<file path="src/rtl/banderin_pkg.sv">
// rtl/banderin_pkg.sv - shared state encoding and timing helpers for the flag sequencer
package banderin_pkg;

  typedef enum logic [1:0] {
    ABAJO    = 2'd0,
    SUBIENDO = 2'd1,
    ARRIBA   = 2'd2,
    BAJANDO  = 2'd3
  } banderin_state_e;

  // Divide before multiplying so large clock rates do not overflow 32 bits.
  function automatic longint unsigned ms_to_clks(input longint unsigned freq_hz,
                                                 input longint unsigned ms);
    return (freq_hz / 1000) * ms;
  endfunction

endpackage

</file>
<file path="src/rtl/banderin_timer.sv">
// rtl/banderin_timer.sv - clearable up-counter with terminal-count flag, shared by settle and hold
module banderin_timer #(
  parameter int TIMER_BITS = 26
) (
  input  logic                  clk,
  input  logic                  reset,
  input  logic                  clear,
  input  logic                  enable,
  input  logic [TIMER_BITS-1:0] load,
  output logic                  tc
);

  logic [TIMER_BITS-1:0] count_q, count_d;

  // Next count: clear has priority over counting; never wraps in use.
  always_comb begin
    count_d = count_q;
    if (clear) begin
      count_d = '0;
    end else if (enable) begin
      count_d = count_q + TIMER_BITS'(1);
    end
  end

  // Counter register.
  always_ff @(posedge clk) begin
    if (reset) begin
      count_q <= '0;
    end else begin
      count_q <= count_d;
    end
  end

  assign tc = (count_q == load);

endmodule

</file>
<file path="src/rtl/banderin_ctrl.sv">
// rtl/banderin_ctrl.sv - flag servo sequencer; BANDERIN_AUTO_BAJAR_EN enables auto-lower after hold
module banderin_ctrl
  import banderin_pkg::*;
#(
  parameter int unsigned CLK_FREQ_HZ = 25_000_000,
  parameter int unsigned SETTLE_MS   = 300,
  parameter int unsigned HOLD_MS     = 2000,
  parameter int          TIMER_BITS  = 26
) (
  input  logic       clk,
  input  logic       reset,
  input  logic       req_subir,
  input  logic       req_bajar,
  output logic       comando_banderin,
  output logic       busy,
  output logic       en_posicion,
  output logic       done,
  output logic [1:0] estado
);

  localparam longint unsigned SETTLE_CLKS = ms_to_clks(CLK_FREQ_HZ, SETTLE_MS);
  localparam longint unsigned HOLD_CLKS   = ms_to_clks(CLK_FREQ_HZ, HOLD_MS);
  localparam longint unsigned TIMER_MAX   = (64'd1 << TIMER_BITS) - 64'd1;
  localparam logic [TIMER_BITS-1:0] SETTLE_LOAD = TIMER_BITS'(SETTLE_CLKS - 64'd1);

  if (SETTLE_CLKS > TIMER_MAX || HOLD_CLKS > TIMER_MAX) begin : g_timer_too_small
    $error("banderin_ctrl: TIMER_BITS too small for settle/hold count");
  end

  banderin_state_e state_q, state_d;
  logic pending_q, pending_d;
  logic comando_q, comando_d;
  logic busy_q, busy_d;
  logic en_pos_q, en_pos_d;
  logic done_q, done_d;
  logic settled;
  logic timer_clr, timer_en, timer_tc;
  logic [TIMER_BITS-1:0] timer_load;

`ifdef BANDERIN_AUTO_BAJAR_EN
  localparam logic [TIMER_BITS-1:0] HOLD_LOAD = TIMER_BITS'(HOLD_CLKS - 64'd1);
  assign timer_load = (state_q == ARRIBA) ? HOLD_LOAD : SETTLE_LOAD;
`else
  assign timer_load = SETTLE_LOAD;
`endif

  banderin_timer #(.TIMER_BITS(TIMER_BITS)) u_timer (
    .clk    (clk),
    .reset  (reset),
    .clear  (timer_clr),
    .enable (timer_en),
    .load   (timer_load),
    .tc     (timer_tc)
  );

  // State, pending-reversal and registered outputs; reset drives the flag down.
  always_ff @(posedge clk) begin
    if (reset) begin
      state_q   <= BAJANDO;
      pending_q <= 1'b0;
      comando_q <= 1'b0;
      busy_q    <= 1'b1;
      en_pos_q  <= 1'b0;
      done_q    <= 1'b0;
    end else begin
      state_q   <= state_d;
      pending_q <= pending_d;
      comando_q <= comando_d;
      busy_q    <= busy_d;
      en_pos_q  <= en_pos_d;
      done_q    <= done_d;
    end
  end

  // Next state, pending reversal and timer control.
  always_comb begin
    state_d   = state_q;
    pending_d = pending_q;
    timer_clr = 1'b0;
    timer_en  = 1'b0;
    settled   = 1'b0;
    case (state_q)
      ABAJO: begin
        if (req_subir && !req_bajar) state_d = SUBIENDO;
      end
      SUBIENDO: begin
        timer_en = 1'b1;
        if (req_bajar && !req_subir) pending_d = 1'b1;
        else if (req_subir && !req_bajar) pending_d = 1'b0;
        if (timer_tc) begin
          if (pending_d) begin
            state_d = BAJANDO;
          end else begin
            state_d = ARRIBA;
            settled = 1'b1;
          end
        end
      end
      ARRIBA: begin
`ifdef BANDERIN_AUTO_BAJAR_EN
        timer_en = 1'b1;
        if (req_bajar) state_d = BAJANDO;
        else if (req_subir) timer_clr = 1'b1;
        else if (timer_tc) state_d = BAJANDO;
`else
        if (req_bajar) state_d = BAJANDO;
        else if (req_subir) timer_clr = 1'b1;
`endif
      end
      BAJANDO: begin
        timer_en = 1'b1;
        if (req_subir && !req_bajar) pending_d = 1'b1;
        else if (req_bajar && !req_subir) pending_d = 1'b0;
        if (timer_tc) begin
          if (pending_d) begin
            state_d = SUBIENDO;
          end else begin
            state_d = ABAJO;
            settled = 1'b1;
          end
        end
      end
      default: state_d = BAJANDO;
    endcase
    // Any transition starts the new state with a fresh timer and no queued reversal.
    if (state_d != state_q) begin
      timer_clr = 1'b1;
      pending_d = 1'b0;
    end
  end

  // Output decode from the next state so the outputs can be registered.
  always_comb begin
    comando_d = (state_d == SUBIENDO) || (state_d == ARRIBA);
    busy_d    = (state_d == SUBIENDO) || (state_d == BAJANDO);
    en_pos_d  = (state_d == ABAJO) || (state_d == ARRIBA);
    done_d    = settled;
  end

  assign comando_banderin = comando_q;
  assign busy             = busy_q;
  assign en_posicion      = en_pos_q;
  assign done             = done_q;
  assign estado           = state_q;

endmodule

</file>
<file path="config.mk">
export PLATFORM = sky130hd
export DESIGN_NAME = banderin_ctrl
export DESIGN_NICKNAME = d
export VERILOG_FILES = /design/src/rtl/banderin_pkg.sv /design/src/rtl/banderin_timer.sv /design/src/rtl/banderin_ctrl.sv
export SDC_FILE = /design/constraint.sdc
export NUM_CORES = 1
export LEC_CHECK = 0
export ABC_AREA = 1
export BUFFER_PORTS_ARGS = -buffer_cell sky130_fd_sc_hd__buf_2
export CELL_PAD_IN_SITES_DETAIL_PLACEMENT = 1
export CELL_PAD_IN_SITES_GLOBAL_PLACEMENT = 1
export CORE_MARGIN = 8
export CORE_UTILIZATION = 25
export CTS_BUF_LIST = sky130_fd_sc_hd__clkbuf_16
export CTS_CLUSTER_DIAMETER = 40
export DETAILED_ROUTE_END_ITERATION = 6
export GPL_TIMING_DRIVEN = 0
export PLACE_DENSITY = 0.63
export SYNTH_ARGS = -nofsm -noshare
export SYNTH_HDL_FRONTEND = slang
export SYNTH_HIERARCHICAL = 1
export SYNTH_SLANG_ARGS = --single-unit
</file>
<file path="constraint.sdc">
create_clock -name clk -period 2 [get_ports clk]
set_input_delay 0.4 -clock clk [delete_from_list [all_inputs] [get_ports clk]]
set_output_delay 0.4 -clock clk [all_outputs]
set_load 0.1 [all_outputs]
</file>
==> metrics.txt <==
status complete, but fails checks; failing checks setup timing; YS warnings 6; leading area contributor after synthesis dfxtp_1; RePlAce Congestion roughly 0.78; GRT Total Usage 0.1067; clock root cell clkbuf_16; Filler cells between 1000 and 1500; RSZ-0062 raised after global routing true; wire length per cell approximately 12 um; clk_skew approximately 0.0026 ns; share of the synthesized area in the top cell type 0.2946; hpwl dp about 5.0 mm; register bit total from synthesis 33; Antenna Nets Post-Route 0; min Tclk post-route approximately 2.3 ns; DP Worst Slack -0.6339 ns; Setup WS post-layout -0.3036 ns; register area share after synthesis 0.2946; total gr overflow 0; Clock Path Buffers 2; Final Hold Fails 0; DR iter-0 viols 61; clk sinks 33; DRC violations left 0; Worst-Skew Late Latency around 0.28 ns; Design Area, Final 3004 um2; IR drop worst, VDD between 0.0003 and 0.0004 V; critical path class register to register; die width 110.7 um; std cell rows 34; MaxCap Viol Count 0; TritonCTS buffer count 5; Critical Path RT 2.20 ns; crit path launch type register; Worst Setup End Kind register; Tot Pwr approximately 1800 uW; pwr dens between 600 and 700 nW/um2; Hold/Removal Path Class primary input to register; Vert. Die Dim between 100 and 150 um; die area around 12000 um2; Cell Area, Synth ~2200 um2; Worst-path clk slew roughly 0.050 ns; Final setup violation count 27; cell mode on critical path nand2_1; Starting Density 0.2571; Min Hold Slack roughly 0.4 ns; core footprint 8721 um2; share of post-route cells with drive strength above 1 0.2831; worst path bufs/invs 2; CP delay by family, top simple AND/OR/NAND/NOR gates; Slew Limit Fails 0; initial antenna violation count 0; synth top area cells dfxtp_1 (29%), nand2_1 (16%), nor2_1 (9.4%), inv_1 (8.2%), nand3_1 (4.0%); LEAKAGE 0.001297 uW; worst-path fanout max 6; CTS tree done; largest net degree at the start of global routing 11; cells along the critical path inv_2 -> nand2_1 -> nand2_1 -> nor3_2 -> nand2_1 -> nor2_2 -> nand2_2 -> nor2_4 -> o21ai_2 -> a21oi_4 -> nand2_4 -> nand3_4 -> nand3_4 -> nor2_4 -> buf_6 -> o21ai_2 -> a21oi_1; critical path data arrival time between 2 and 3 ns; First-pass DRT Iterations 4; WL final roughly 6.7 mm; achievable frequency 434.1 MHz; antenna cells 0; slowest CP cell dfxtp_4; nets about 440; H-tree depth 2; vias in the first global route 2387; largest stage delay on the critical path 0.39 ns; Area growth, synth to finish 33.98%; Layout Utilization 0.3445; IO Port Bufs 9; syn_area_per_cell about 6.2 um2; period utilisation layout 1.152; Netlist cell types 31; Ports 10; Syn Inst Count 359; post-DR vias/cell 4.308; Via Count between 2000 and 2500; Post-DP Area approximately 2600 um2; first-pass GRT wire length around 11 mm
[metrics by stage]
| stage | TNS [ns] | cells |
|---|---|---|
| floorplan | 0 | 396 |
| global placement | -12.14 | 513 |
| detailed placement | -13.41 | 513 |
| CTS | -7.580 | 532 |
| global route | -10.58 | 539 |
| finish | -5.944 | 539 |
[layout by cell type (no fill, tap or decap), types with 2 or more instances in the layout]
cell / instances
nor2_2: 10
dfxtp_2: 11
buf_4: 19
clkbuf_16: 5
nor3_1: 4
clkinv_2: 3
inv_1: 44
nand2_1: 94
buf_2: 9
o21ai_1: 3
nand3_2: 4
a21oi_4: 2
nor3_2: 2
nor2_4: 10
nand3_4: 4
nand3_1: 15
buf_6: 2
nor2_1: 51
nand2_4: 2
a21oi_1: 13
nand2_2: 7
dfxtp_4: 2
inv_2: 12
a21oi_2: 3
o21ai_2: 10
o21ai_0: 5
xor2_1: 5
dfxtp_1: 20
nand4_1: 6
conb_1: 39
xnor2_1: 7
[worst paths after layout]
check	from	to	slack, ns	depth (start not counted)
hold / removal	reset	en_posicion	0.40	2
setup / recovery	u_timer/count_q[14]	u_timer/count_q[2]	-0.30	17
hold reg to reg	u_timer/count_q[3]	u_timer/count_q[3]	0.49	1
setup reg to reg	u_timer/count_q[14]	u_timer/count_q[2]	-0.30	17
[synth_stat cells]
master / instances
a21oi_1: 14
a21oi_2: 2
a21oi_4: 2
and2_2: 1
buf_1: 1
buf_2: 1
buf_4: 2
clkbuf_1: 1
clkinv_2: 1
conb_1: 2
dfxtp_1: 33
ha_1: 1
inv_1: 49
inv_2: 7
nand2_1: 97
nand2_2: 5
nand2_4: 1
nand3_1: 18
nand3_2: 3
nand3_4: 2
nand4_1: 6
nor2_1: 56
nor2_2: 7
nor2_4: 8
nor3_1: 6
o21ai_0: 15
o21ai_1: 3
o21bai_1: 1
or2_2: 1
xnor2_1: 8
xor2_1: 5
[power by group]
part | switching, uW | internal (uW)
sequential | 14.2 | 679
combinational | 269 | 142
clock | 292 | 452
total | 575 | 1270
[what timing repair did]
action                     CTS  global route
hold buffers                 0             0
gates cloned                 1             0
gates resized for setup     25            38
setup endpoints to repair   29            31
pin swaps                   11            24
setup buffers               11             8
[sequential cells by signal, indices dropped and copies added (netlist names)]
name and count:
u_timer/count_q 26, estado 2, busy 1, comando_banderin 1, done 1, en_posicion 1
pending_q 1
[area by class of cell]
class                      instances  area [um2]  area share
multi-input combinational        301        1602      0.5331
sequential                        33       681.9      0.2270
inverter                          57       217.7     0.07247
timing repair buffer              27       183.9     0.06122
tap                              108       135.1     0.04498
clock buffer                       5       125.1     0.04165
buffer                             5       45.04     0.01499
clock inverter                     3       13.76    0.004581
[logic make-up after synthesis]
kind of cell	after synthesis	share of synthesized area
flip-flops	33	0.2946
XOR/XNOR	13	0.05078
AND/OR/NAND/NOR	211	0.4403
adder cells (fa/ha/maj)	1	0.005579
AO/OA/AOI/OAI	37	0.09710
buffers and inverters	62	0.1083
other	2	0.003349
[per-layer routing]
layer	track usage	part of all wire	up-vias	routed length [um]
met5	0	0	-	0
li1	-	-	1207	-
met3	0.02327	0.024	7	162
met4	0.03243	0.0086	0	57
met2	0.1908	0.51	19	3391
met1	0.1228	0.46	1089	3042
Power figures use the tool's default switching activity.
